--- src/rtl/filter_window_dma_if.sv ---
// Memory master and filter master bus bundle for filter_window_dma.
// The DMA side uses the master modport; memory/filter models use slave.
interface filter_window_dma_if #(
  parameter int ADDR_W = 32
);
  logic [ADDR_W-1:0] mem_address;
  logic              mem_read;
  logic              mem_write;
  logic [31:0]       mem_writedata;
  logic [31:0]       mem_readdata;
  logic              mem_waitrequest;

  logic [3:0]        flt_address;
  logic              flt_read;
  logic              flt_write;
  logic [31:0]       flt_writedata;
  logic [31:0]       flt_readdata;
  logic              flt_waitrequest;

  modport master (
    output mem_address, mem_read, mem_write, mem_writedata,
    input  mem_readdata, mem_waitrequest,
    output flt_address, flt_read, flt_write, flt_writedata,
    input  flt_readdata, flt_waitrequest
  );

  modport slave (
    input  mem_address, mem_read, mem_write, mem_writedata,
    output mem_readdata, mem_waitrequest,
    input  flt_address, flt_read, flt_write, flt_writedata,
    output flt_readdata, flt_waitrequest
  );
endinterface

--- src/rtl/filter_window_dma.sv ---
// Walks every interior pixel of an RGB image, feeds its 3x3 window to the
// filter peripheral and stores each 8-bit result to a destination buffer.
module filter_window_dma #(
  parameter int ADDR_W  = 32,
  parameter int DIM_W   = 12,
  parameter int FLT_GAP = 2
) (
  input  logic        clk,
  input  logic        reset,
  input  logic [2:0]  csr_address,
  input  logic        csr_read,
  input  logic        csr_write,
  input  logic [31:0] csr_writedata,
  output logic [31:0] csr_readdata,
  filter_window_dma_if.master bus,
  output logic        irq
);

  typedef enum logic [2:0] {
    S_IDLE, S_MRD, S_FWR, S_GAP, S_FRD, S_MWR, S_NEXT
  } state_t;

  localparam logic [DIM_W-1:0] DIM_1    = DIM_W'(1);
  localparam logic [DIM_W-1:0] DIM_3    = DIM_W'(3);
  localparam logic [7:0]       GAP_LAST = 8'((FLT_GAP > 0) ? FLT_GAP - 1 : 0);
  localparam state_t           FWR_DONE = (FLT_GAP > 0) ? S_GAP : S_FRD;

  state_t            state_q, state_d;
  logic [ADDR_W-1:0] src_q, src_d, dst_q, dst_d;
  logic [DIM_W-1:0]  width_q, width_d, height_q, height_d;
  logic [DIM_W-1:0]  x_q, x_d, y_q, y_d;
  logic [31:0]       count_q, count_d;
  logic [31:0]       pix_q, pix_d;
  logic [7:0]        res_q, res_d;
  logic [7:0]        gap_q, gap_d;
  logic [3:0]        k_q, k_d;
  logic              done_q, done_d, err_q, err_d, ie_q, ie_d;

  logic              busy;
  logic              start_req;
  logic [DIM_W-1:0]  x_inc, y_inc;
  logic              row_wrap, last_win;
  logic [ADDR_W-1:0] kr, kc, row, col, pix_addr, res_addr;
  logic              unused_flt;

  assign busy      = (state_q != S_IDLE);
  assign start_req = csr_write && (csr_address == 3'd0) && csr_writedata[0];
  assign irq       = done_q & ie_q;
  assign unused_flt = ^bus.flt_readdata[31:8];

  // Window geometry: neighbour k sits at row y-1+k/3, column x-1+k%3.
  always_comb begin
    kr       = ADDR_W'(k_q / 4'd3);
    kc       = ADDR_W'(k_q % 4'd3);
    row      = ADDR_W'(y_q) + kr - ADDR_W'(1);
    col      = ADDR_W'(x_q) + kc - ADDR_W'(1);
    pix_addr = src_q + ((row * ADDR_W'(width_q) + col) << 2);
    res_addr = dst_q + (ADDR_W'(count_q) << 2);
    x_inc    = x_q + DIM_1;
    y_inc    = y_q + DIM_1;
    row_wrap = (x_inc == width_q - DIM_1);
    last_win = row_wrap && (y_inc == height_q - DIM_1);
  end

  always_comb begin
    csr_readdata = '0;
    if (csr_read) begin
      case (csr_address)
        3'd0:    csr_readdata = {28'h0, err_q, ie_q, done_q, busy};
        3'd1:    csr_readdata = 32'(src_q);
        3'd2:    csr_readdata = 32'(dst_q);
        3'd3:    csr_readdata = 32'(width_q);
        3'd4:    csr_readdata = 32'(height_q);
        3'd5:    csr_readdata = count_q;
        default: csr_readdata = '0;
      endcase
    end
  end

  always_ff @(posedge clk or posedge reset) begin
    if (reset) begin
      state_q  <= S_IDLE;
      src_q    <= '0;
      dst_q    <= '0;
      width_q  <= '0;
      height_q <= '0;
      x_q      <= '0;
      y_q      <= '0;
      count_q  <= '0;
      pix_q    <= '0;
      res_q    <= '0;
      gap_q    <= '0;
      k_q      <= '0;
      done_q   <= 1'b0;
      err_q    <= 1'b0;
      ie_q     <= 1'b0;
    end else begin
      state_q  <= state_d;
      src_q    <= src_d;
      dst_q    <= dst_d;
      width_q  <= width_d;
      height_q <= height_d;
      x_q      <= x_d;
      y_q      <= y_d;
      count_q  <= count_d;
      pix_q    <= pix_d;
      res_q    <= res_d;
      gap_q    <= gap_d;
      k_q      <= k_d;
      done_q   <= done_d;
      err_q    <= err_d;
      ie_q     <= ie_d;
    end
  end

  always_comb begin
    state_d  = state_q;
    src_d    = src_q;
    dst_d    = dst_q;
    width_d  = width_q;
    height_d = height_q;
    x_d      = x_q;
    y_d      = y_q;
    count_d  = count_q;
    pix_d    = pix_q;
    res_d    = res_q;
    gap_d    = gap_q;
    k_d      = k_q;
    done_d   = done_q;
    err_d    = err_q;
    ie_d     = ie_q;

    bus.mem_address   = '0;
    bus.mem_read      = 1'b0;
    bus.mem_write     = 1'b0;
    bus.mem_writedata = '0;
    bus.flt_address   = '0;
    bus.flt_read      = 1'b0;
    bus.flt_write     = 1'b0;
    bus.flt_writedata = '0;

    if (csr_write && (csr_address == 3'd0)) begin
      ie_d = csr_writedata[2];
      if (csr_writedata[1]) done_d = 1'b0;
    end
    if (csr_write && !busy) begin
      case (csr_address)
        3'd1:    src_d    = ADDR_W'(csr_writedata);
        3'd2:    dst_d    = ADDR_W'(csr_writedata);
        3'd3:    width_d  = csr_writedata[DIM_W-1:0];
        3'd4:    height_d = csr_writedata[DIM_W-1:0];
        default: ;
      endcase
    end

    case (state_q)
      S_IDLE: begin
        if (start_req) begin
          count_d = '0;
          if (width_q < DIM_3 || height_q < DIM_3) begin
            done_d = 1'b1;
            err_d  = 1'b1;
          end else begin
            done_d  = 1'b0;
            err_d   = 1'b0;
            x_d     = DIM_1;
            y_d     = DIM_1;
            k_d     = '0;
            state_d = S_MRD;
          end
        end
      end
      S_MRD: begin
        bus.mem_read    = 1'b1;
        bus.mem_address = pix_addr;
        if (!bus.mem_waitrequest) begin
          pix_d   = bus.mem_readdata;
          state_d = S_FWR;
        end
      end
      S_FWR: begin
        bus.flt_write     = 1'b1;
        bus.flt_address   = k_q;
        bus.flt_writedata = pix_q;
        if (!bus.flt_waitrequest) begin
          if (k_q == 4'd8) begin
            gap_d   = '0;
            state_d = FWR_DONE;
          end else begin
            k_d     = k_q + 4'd1;
            state_d = S_MRD;
          end
        end
      end
      S_GAP: begin
        if (gap_q == GAP_LAST) state_d = S_FRD;
        else                   gap_d   = gap_q + 8'd1;
      end
      S_FRD: begin
        bus.flt_read = 1'b1;
        if (!bus.flt_waitrequest) begin
          res_d   = bus.flt_readdata[7:0];
          state_d = S_MWR;
        end
      end
      S_MWR: begin
        bus.mem_write     = 1'b1;
        bus.mem_address   = res_addr;
        bus.mem_writedata = {24'h0, res_q};
        if (!bus.mem_waitrequest) begin
          count_d = count_q + 32'd1;
          // Final window finishes here so done is visible right after the last write.
          if (last_win) begin
            done_d  = 1'b1;
            state_d = S_IDLE;
          end else begin
            state_d = S_NEXT;
          end
        end
      end
      S_NEXT: begin
        k_d     = '0;
        state_d = S_MRD;
        if (row_wrap) begin
          x_d = DIM_1;
          y_d = y_inc;
        end else begin
          x_d = x_inc;
        end
      end
      default: state_d = S_IDLE;
    endcase
  end

endmodule

--- src/flat_wrapper.sv ---
// flat-port wrapper written by rule: the top's interface ports become plain ports
module filter_window_dma_flat 
#(
  parameter int ADDR_W  = 32,
  parameter int DIM_W   = 12,
  parameter int FLT_GAP = 2
)
  (clk, reset, csr_address, csr_read, csr_write, csr_writedata, csr_readdata, irq, bus_mem_address, bus_mem_read, bus_mem_write, bus_mem_writedata, bus_mem_readdata, bus_mem_waitrequest, bus_flt_address, bus_flt_read, bus_flt_write, bus_flt_writedata, bus_flt_readdata, bus_flt_waitrequest);
  filter_window_dma_if #(.ADDR_W(ADDR_W)) bus_i ();
  input  logic clk;
  input  logic reset;
  input  logic [2:0] csr_address;
  input  logic csr_read;
  input  logic csr_write;
  input  logic [31:0] csr_writedata;
  output logic [31:0] csr_readdata;
  output logic irq;
  output wire logic [$bits(bus_i.mem_address)-1:0] bus_mem_address;
  output wire logic [$bits(bus_i.mem_read)-1:0] bus_mem_read;
  output wire logic [$bits(bus_i.mem_write)-1:0] bus_mem_write;
  output wire logic [$bits(bus_i.mem_writedata)-1:0] bus_mem_writedata;
  input wire logic [$bits(bus_i.mem_readdata)-1:0] bus_mem_readdata;
  input wire logic [$bits(bus_i.mem_waitrequest)-1:0] bus_mem_waitrequest;
  output wire logic [$bits(bus_i.flt_address)-1:0] bus_flt_address;
  output wire logic [$bits(bus_i.flt_read)-1:0] bus_flt_read;
  output wire logic [$bits(bus_i.flt_write)-1:0] bus_flt_write;
  output wire logic [$bits(bus_i.flt_writedata)-1:0] bus_flt_writedata;
  input wire logic [$bits(bus_i.flt_readdata)-1:0] bus_flt_readdata;
  input wire logic [$bits(bus_i.flt_waitrequest)-1:0] bus_flt_waitrequest;
  assign bus_mem_address = bus_i.mem_address;
  assign bus_mem_read = bus_i.mem_read;
  assign bus_mem_write = bus_i.mem_write;
  assign bus_mem_writedata = bus_i.mem_writedata;
  assign bus_i.mem_readdata = bus_mem_readdata;
  assign bus_i.mem_waitrequest = bus_mem_waitrequest;
  assign bus_flt_address = bus_i.flt_address;
  assign bus_flt_read = bus_i.flt_read;
  assign bus_flt_write = bus_i.flt_write;
  assign bus_flt_writedata = bus_i.flt_writedata;
  assign bus_i.flt_readdata = bus_flt_readdata;
  assign bus_i.flt_waitrequest = bus_flt_waitrequest;
  filter_window_dma #(.ADDR_W(ADDR_W), .DIM_W(DIM_W), .FLT_GAP(FLT_GAP)) u_core (.clk(clk), .reset(reset), .csr_address(csr_address), .csr_read(csr_read), .csr_write(csr_write), .csr_writedata(csr_writedata), .csr_readdata(csr_readdata), .bus(bus_i), .irq(irq));
endmodule
--- config.mk ---
export PLATFORM = sky130hd
export DESIGN_NAME = filter_window_dma_flat
export DESIGN_NICKNAME = d
export VERILOG_FILES = /design/src/rtl/filter_window_dma_if.sv /design/src/rtl/filter_window_dma.sv /design/src/flat_wrapper.sv
export SDC_FILE = /design/constraint.sdc
export NUM_CORES = 1
export LEC_CHECK = 0
export ABC_AREA = 1
export CAP_MARGIN = 15
export CORE_UTILIZATION = 40
export CTS_CLUSTER_DIAMETER = 150
export DETAILED_ROUTE_END_ITERATION = 10
export HOLD_SLACK_MARGIN = 0.05
export SKIP_CTS_REPAIR_TIMING = 1
export SYNTH_ARGS = -nofsm -noshare
export SYNTH_HDL_FRONTEND = slang
export SYNTH_SLANG_ARGS = --single-unit
--- constraint.sdc ---
create_clock -name clk -period 15.82 [get_ports clk]
set_clock_uncertainty 0.2 [all_clocks]
set_input_delay 3.164 -clock clk [delete_from_list [all_inputs] [get_ports clk]]
set_output_delay 3.164 -clock clk [all_outputs]
set_load 0.05 [all_outputs]
==> key figures, run 1 <==
Placed design
  – DP HPWL: 62100 um
  – Input/output buffers: 193
  – Gpl congestion: 0.938
  – Placed Cells: 4348

Detailed routing
  – Drt drc: 0
  – WL per Instance: 17.5 um
  – Max layer used: met5
  – Routed via count: 22138
  – Vias per inst: 5.04
  – Antenna Nets Post-Route: 0
  – Number of iterations in the first detailed-routing pass: 5
  – Iteration-0 DRC Markers: 1643
  – Routed wl met2: 34900 um
  – Wire length on met1: 35100 um
  – Met3 wire length: 4880 um
  – WL final: 77100 um

Finish
  – Final #Nets: 4089
  – Layout area overhead: 14.4%
  – Post-Layout Cell Count: 4395
  – # fillers: 6371
  – Diodes inserted: 0
  – Fraction of layout cells with a size suffix above 1: 0.0514

GRT
  – Vias in the first global route: 21903
  – Overflow after GRT: 0
  – Initial antenna violation count: 1
  – Global-route wire length before repair: 123000 um
  – Largest net degree at the start of global routing: 126
  – GR Util All Layers: 0.247

Timing
  – Slew HR: 0.229
  – Final Hold Fails: 0
  – Max Freq: 66.2 MHz
  – Worst-margin pin slew: 1150 ps
  – Final Setup Violations: 0
  – Post-layout minimum cycle time: 15110 ps
  – Unrepaired setup endpoints after global routing: no
  – Final worst path period share: 0.955
  – Max Slew Vio Count: 0

Logic synthesis
  – Synthesized area: 25200 um^2
  – Asr flop ratio synth: 1.00
  – Count of flip-flops with a built-in enable after synthesis: 0
  – Primary FF master, synth: dfrtp_1
  – Mean post-synth cell area: 7.47 um^2
  – YS warnings: 0
  – #FFs+latches synth: 202
  – Synth cell types: 63
  – Sequential fraction of the synthesis area: 0.200
  – Syn Inst Count: 3376

Min path
  – HP Class: flip-flop to flip-flop

Worst setup path
  – Max stage delay on crit path: 840 ps
  – CP Data Required Time: 12460 ps
  – CP arrival: 11750 ps
  – Crit. End Element: output port
  – Critical path's slowest cell: clkdlybuf4s50_1
  – Crit path max fanout: 10
  – Crit Path Category: flip-flop to output port
  – CP Launch Type: flip-flop

Floorplanning
  – Core ar.: 62100 um^2
  – Std-Cell Rows: 91
  – Chip width: 253 um
  – Ports: 242
  – Full die area: 64100 um^2
  – Starting Density: 0.407
  – Die Span Y: 253 um

Run
  – Max Cap Violations: 0

Clock network
  – Clk buf depth: 3
  – CTS clk-pin slew, worst paths: 60 ps
  – CTS H-tree lvls: 1
  – CTS tree: yes
  – Clock Latency Late Sink: 570 ps
  – Clock sinks: 202
  – Root Driver: clkbuf_16
  – Num CTS Buffers: 24

Run status
  – Status: finished clean
[worst paths after layout]
path,endpoint,start,slack [ps],cells past startpoint
worst min-delay path,u_core.pix_q[11],u_core.pix_q[11],310,2
worst max-delay path,bus_mem_address[20],u_core.k_q[3],710,49
worst min register to register,u_core.pix_q[11],u_core.pix_q[11],310,2
worst max register to register,u_core.y_q[0],u_core.width_q[0],12050,13
min in group asynchronous,u_core.pix_q[14],reset,3000,2
max in group asynchronous,u_core.src_q[26],reset,10760,3
[critical path: cells and delay by family (launching register included)]
kind	cells	cell delay (ps)
buffers and inverters	10	1440
xor gates and xnor gates	1	430
and+or+nand+nor	20	2330
DFF	1	490
adders and majority gates	13	5130
AOI/OAI and AO/OA	5	1310
[metrics by stage]
| stage | instance area [um^2] | hold slack, ps | worst slack (ps) | utilization | TNS, ps |
|---|---|---|---|---|---|
| after floorplan | 25300 | 271 | 1970 | - | 0 |
| final | 28900 | 311 | 707 | 0.465 | 0 |
| after global placement | 28000 | 292 | 668 | 0.451 | 0 |
| after detailed placement | 28000 | 300 | 546 | 0.451 | 0 |
| after CTS | 28800 | 316 | -107 | 0.464 | -107 |
| after global routing | 28900 | 336 | 12.1 | 0.465 | 0 |
[flip-flops by register name (all words and copies together) (netlist names)]
name / count
u_core.pix_q: 32
u_core.count_q: 32
u_core.x_q: 12
u_core.y_q: 12
u_core.done_q: 1
u_core.height_q: 12
u_core.src_q: 32
u_core.state_q: 3
u_core.ie_q: 1
u_core.res_q: 8
u_core.width_q: 12
u_core.gap_q: 8
u_core.err_q: 1
u_core.dst_q: 32
u_core.k_q: 4
[placed cells by master (no fill, tap or decap), types with 14 or more instances in the layout]
cell type          n
nand3_1          117
dfrtp_1          200
clkbuf_16         24
nand2_1          593
o221ai_1          14
xnor2_1           22
nor3_1            36
ha_1             178
o22ai_1           32
inv_1            744
conb_1            24
xor2_1            90
clkdlybuf4s50_1  182
a21oi_1          190
buf_4             33
o21ai_1           14
nor2_1           327
nand4_1           23
o21ai_0          201
or2_2             30
fa_1             264
a31oi_1           16
[area by class of cell]
type | count | area, um^2 | area share
multi-input combinational | 2325 | 16900 | 0.587
inverter | 763 | 2880 | 0.0997
clock inverter | 14 | 130 | 0.00451
clock buffer | 29 | 639 | 0.0221
timing repair buffer | 225 | 2190 | 0.0757
tap | 837 | 1050 | 0.0363
sequential | 202 | 5060 | 0.175
[cell usage after synthesis, types with 6 or more instances]
cell type	n	share of area
dfrtp_1	202	0.20
o21ai_1	15	0.0030
xnor2_1	22	0.0076
buf_4	28	0.0083
ha_1	179	0.089
nand3_1	117	0.023
o21bai_1	9	0.0027
nor2_2	11	0.0027
nor4_1	13	0.0032
inv_1	746	0.11
or2_2	30	0.0074
mux2_2	7	0.0031
nand2_2	9	0.0022
o22ai_1	32	0.0079
a211oi_1	13	0.0039
nor3b_1	8	0.0024
o21a_1	12	0.0036
a21o_1	8	0.0024
nor2_1	331	0.049
o21ai_0	201	0.040
nor3_1	37	0.0073
inv_2	9	0.0013
buf_1	10	0.0015
nand4_1	23	0.0057
a221oi_1	6	0.0021
a31oi_1	16	0.0040
o221ai_1	14	0.0049
nand2_1	594	0.088
clkbuf_1	65	0.0097
a21oi_1	191	0.038
fa_1	264	0.21
xor2_1	93	0.032
[routing by layer]
metal | vias to the layer above | GRT usage
met5 | - | 0
met4 | 2 | 0.0686
met3 | 111 | 0.0257
met2 | 706 | 0.398
met1 | 10559 | 0.350
li1 | 10760 | -
[cell families after synthesis]
family / count (synthesis) / synth area share
buffers and inverters: 872 / 0.135
adder cells (fa/ha/maj): 443 / 0.298
AND/OR/NAND/NOR: 1194 / 0.202
multiplexers: 7 / 0.00312
flip-flops: 202 / 0.200
AO/OA/AOI/OAI: 540 / 0.120
other: 1 / 0.000149
XOR/XNOR: 117 / 0.0415
Power of run 1 is left out: the tool's default activity adds up to more than one toggle a clock period on the data nets, which glitch-free logic cannot reach.
==> inputs of run 2 (changes only) <==
--- a/config.mk
+++ b/config.mk
@@ -11,6 +11,7 @@
 export CTS_CLUSTER_DIAMETER = 150
 export DETAILED_ROUTE_END_ITERATION = 10
 export HOLD_SLACK_MARGIN = 0.05
+export MAX_ROUTING_LAYER = met4
 export SKIP_CTS_REPAIR_TIMING = 1
 export SYNTH_ARGS = -nofsm -noshare
 export SYNTH_HDL_FRONTEND = slang
==> key figures, run 2 (synthesis gave the netlist of run 1 again) <==
Run status
  – Status: finished clean

Placed design
  – Gpl congestion: 0.946
  – DP Worst Slack: 644 ps
  – DP HPWL: 62500 um
  – Placed Cells: 4350
  – Input/output buffers: 193
  – Placed inst area: 28000 um^2

Detailed routing
  – WL per Instance: 17.6 um
  – Drt drc: 0
  – Number of iterations in the first detailed-routing pass: 7
  – Antenna Nets Post-Route: 0
  – Iteration-0 DRC Markers: 1703
  – Routed via count: 22285
  – WL final: 77200 um
  – Vias per inst: 5.07

Finish
  – Post-Layout Cell Count: 4396
  – Final #Nets: 4091
  – Layout area overhead: 14.8%
  – Final Cell Area: 29000 um^2
  – Most common cell after layout, fill and taps aside: inv_1
  – Fraction of layout cells with a size suffix above 1: 0.0503
  – # fillers: 6298
  – Diodes inserted: 0
  – Commonest cells after routing, fill and taps aside: inv_1 (744), nand2_1 (593), nor2_1 (328), fa_1 (264)

Clock network
  – CTS clk-pin slew, worst paths: 60 ps
  – Clk buf depth: 3
  – CTS H-tree lvls: 1
  – Num CTS Buffers: 24
  – Root Driver: clkbuf_16
  – CTS tree: yes
  – Clock sinks: 202
  – Clock Latency Late Sink: 570 ps

Worst setup path
  – Crit path max fanout: 10
  – Critical path's slowest cell: clkdlybuf4s50_1
  – CP Data Required Time: 12460 ps
  – Crit. End Element: output port
  – Crit Path Category: flip-flop to output port
  – CP most frequent cell: inv_1
  – CP arrival: 11780 ps
  – CP Launch Type: flip-flop
  – Max stage delay on crit path: 890 ps

GRT
  – Largest net degree at the start of global routing: 137
  – Met1 Track Usage GR: 0.352
  – Overflow after GRT: 0
  – Initial antenna violation count: 0
  – GR Util All Layers: 0.255
  – Met2 GRT Util: 0.397
  – M3 GR Usage: 0.0263
  – Vias in the first global route: 21972
  – Global-route wire length before repair: 123000 um
  – GR peak layer: met2

Floorplanning
  – Core ar.: 62100 um^2
  – Full die area: 64100 um^2
  – Starting Density: 0.407
  – Die Span Y: 253 um
  – Ports: 242
  – Std-Cell Rows: 91
  – Chip width: 253 um

Timing
  – Setup TNS: 0 ps
  – Final Hold Fails: 0
  – Final Setup Violations: 0
  – Final worst path period share: 0.957
  – Slew HR: 0.250
  – Max Slew Vio Count: 0
  – Max Freq: 66.1 MHz
  – Post-layout minimum cycle time: 15140 ps
  – Worst-margin pin slew: 1120 ps
  – Final Worst Setup Slack: 680 ps

Run
  – Max Cap Violations: 0

Min path
  – HP Class: flip-flop to flip-flop
-- run 2: worst paths after layout --
| path | from | endpoint | slack (ps) | cells after the start |
|---|---|---|---|---|
| setup / recovery | u_core.k_q[3] | bus_mem_address[19] | 680 | 45 |
| hold / removal | u_core.pix_q[22] | u_core.pix_q[22] | 310 | 2 |
| setup reg to reg | u_core.width_q[0] | u_core.y_q[0] | 12050 | 15 |
| hold reg to reg | u_core.pix_q[22] | u_core.pix_q[22] | 310 | 2 |
| max in group asynchronous | reset | u_core.dst_q[28] | 10850 | 3 |
| min in group asynchronous | reset | u_core.pix_q[25] | 3000 | 2 |
-- run 2: per-stage QoR --
stage,util,hold WS (ps)
5_1_grt,0.467,324
6_report,0.467,311
2_1_floorplan,-,271
3_3_place_gp,0.451,292
4_1_cts,0.465,317
3_5_place_dp,0.451,302
-- run 2: critical path, delay by kind of cell, from the launching register on --
kind | cells | cell delay [ps]
xor+xnor | 3 | 780
fa+ha+maj | 13 | 5170
buf+inv | 11 | 1630
compound gates | 6 | 1700
simple gates | 12 | 1430
flops | 1 | 500
-- run 2: area by class of cell --
type                            instances  area (um^2)  area share
Clock buffer                           30          653      0.0225
Clock inverter                         12          195     0.00674
Timing Repair Buffer                  227         2210      0.0763
Inverter                              763         2880      0.0993
Tap cell                              837         1050      0.0362
Multi-Input combinational cell       2325        16900       0.584
Sequential cell                       202         5060       0.175
-- run 2: routing by layer --
metal / routed length, um / vias to the layer above / part of all wire
li1: - / 10772 / -
met1: 34800 / 10690 / 0.45
met2: 34900 / 703 / 0.45
met3: 5100 / 120 / 0.066
met4: 2390 / 0 / 0.031
met5: 0 / - / 0
Power of run 2 is left out for the same reason.
==> inputs of run 3 (changes only) <==
--- a/config.mk
+++ b/config.mk
@@ -7,10 +7,10 @@
 export LEC_CHECK = 0
 export ABC_AREA = 1
 export CAP_MARGIN = 15
+export CORE_MARGIN = 2
 export CORE_UTILIZATION = 40
 export CTS_CLUSTER_DIAMETER = 150
 export DETAILED_ROUTE_END_ITERATION = 10
-export HOLD_SLACK_MARGIN = 0.05
 export MAX_ROUTING_LAYER = met4
 export SKIP_CTS_REPAIR_TIMING = 1
 export SYNTH_ARGS = -nofsm -noshare
==> key figures, run 3 (synthesis gave the netlist of run 1 again) <==
Run status
  – Status: finished clean

Floorplanning
  – Die Span Y: 255 um
  – Core ar.: 62700 um^2
  – Full die area: 65100 um^2
  – Ports: 242
  – Chip width: 255 um
  – Starting Density: 0.402
  – Std-Cell Rows: 92

Clock network
  – Clk buf depth: 3
  – Clock sinks: 202
  – CTS tree: yes
  – Num CTS Buffers: 24
  – CTS clk-pin slew, worst paths: 60 ps
  – Clock Latency Late Sink: 570 ps
  – Root Driver: clkbuf_16
  – CTS H-tree lvls: 1

Finish
  – Commonest cells after routing, fill and taps aside: inv_1 (744), nand2_1 (593), nor2_1 (327), fa_1 (264), o21ai_0 (201)
  – Layout area overhead: 15.0%
  – Final core occ: 0.463
  – Final #Nets: 4095
  – Most common cell after layout, fill and taps aside: inv_1
  – Footprint of the multi-input gates: 16900 um^2
  – # fillers: 6362
  – Reg area: 5060 um^2
  – Fraction of layout cells with a size suffix above 1: 0.0519
  – Post-Layout Cell Count: 4411

Worst setup path
  – CP Data Required Time: 12460 ps
  – CP Launch Type: flip-flop
  – Critical path's slowest cell: clkdlybuf4s50_1
  – Crit. End Element: output port
  – Max stage delay on crit path: 910 ps
  – Crit path max fanout: 10
  – CP arrival: 11790 ps
  – CP most frequent cell: inv_1
  – Crit Path Category: flip-flop to output port

Timing
  – Final Hold Fails: 0
  – Max Slew Vio Count: 0
  – Final worst path period share: 0.958
  – Slew HR: 0.273
  – Final Setup Violations: 0
  – Worst-margin pin slew: 1080 ps
  – Max Freq: 66.0 MHz
  – Post-layout minimum cycle time: 15150 ps

GRT
  – Global-route wire length before repair: 123000 um
  – Initial antenna violation count: 1
  – Overflow after GRT: 0
  – Vias in the first global route: 21938
  – GR Util All Layers: 0.251
  – Largest net degree at the start of global routing: 139

Run
  – Max Cap Violations: 0

Detailed routing
  – Routed via count: 22080
  – Vias per inst: 5.01
  – WL final: 77300 um
  – Number of iterations in the first detailed-routing pass: 7
  – Iteration-0 DRC Markers: 1513
  – Drt drc: 0
  – Antenna Nets Post-Route: 0
  – WL per Instance: 17.5 um

Placed design
  – Gpl congestion: 0.956
  – Input/output buffers: 193
  – Placed Cells: 4362
  – DP HPWL: 62400 um

Min path
  – HP Class: flip-flop to flip-flop
==> run 3: cell types whose count changed in the layout (fill, tap and decap cells not counted), moves of 2 or more <==
cell,change
xor2_2,-3
buf_4,+5
clkdlybuf4s50_1,-3
dlymetal6s2s_1,+3
o21ai_1,-2
xor2_1,+3
clkinv_2,+2
==> run 3: worst max-delay path, delay by kind of cell (launching register included) <==
family / cells / cell delay [ps]
adder cells (fa/ha/maj): 13 / 4820
buffers and inverters: 11 / 1760
AO/OA/AOI/OAI: 6 / 1670
AND/OR/NAND/NOR: 12 / 1530
XOR/XNOR: 3 / 920
flip-flops: 1 / 490
==> run 3: final timing paths <==
| kind | to | slack (ps) | depth (start not counted) | from |
|---|---|---|---|---|
| max | bus_mem_address[19] | 670 | 45 | u_core.k_q[3] |
| min | u_core.pix_q[2] | 310 | 2 | u_core.pix_q[2] |
| max reg2reg | u_core.y_q[0] | 12050 | 16 | u_core.width_q[1] |
| min reg2reg | u_core.pix_q[2] | 310 | 2 | u_core.pix_q[2] |
| max in group asynchronous | u_core.k_q[2] | 10850 | 3 | reset |
| min in group asynchronous | u_core.count_q[9] | 3050 | 2 | reset |
==> run 3: cell type report <==
class / count / share of cell area
timing repair buffer: 231 / 0.0770
inverter: 763 / 0.0992
multi-input combinational: 2325 / 0.583
clock buffer: 30 / 0.0229
antenna: 1 / 0.0000862
sequential: 202 / 0.174
clock inverter: 13 / 0.00677
tap: 846 / 0.0365
==> run 3: layer usage <==
layer / wire length (um) / vias up / track usage
li1: - / 10768 / -
met3: 4010 / 93 / 0.0203
met4: 1590 / 0 / 0.0511
met2: 35900 / 592 / 0.402
met5: 0 / - / -
met1: 35900 / 10627 / 0.349
==> run 3: metrics by stage <==
stage               setup slack (ps)  hold slack [ps]  cell area (um^2)  setup TNS, ps
CTS                            -94.6              314             28900          -94.6
finish                           670              309             29000              0
floorplan                       1970              271             25300              0
global route                   -39.3              328             29000           -101
detailed placement               587              300             28000              0
global placement                 695              291             28000              0
Power of run 3 is left out for the same reason.
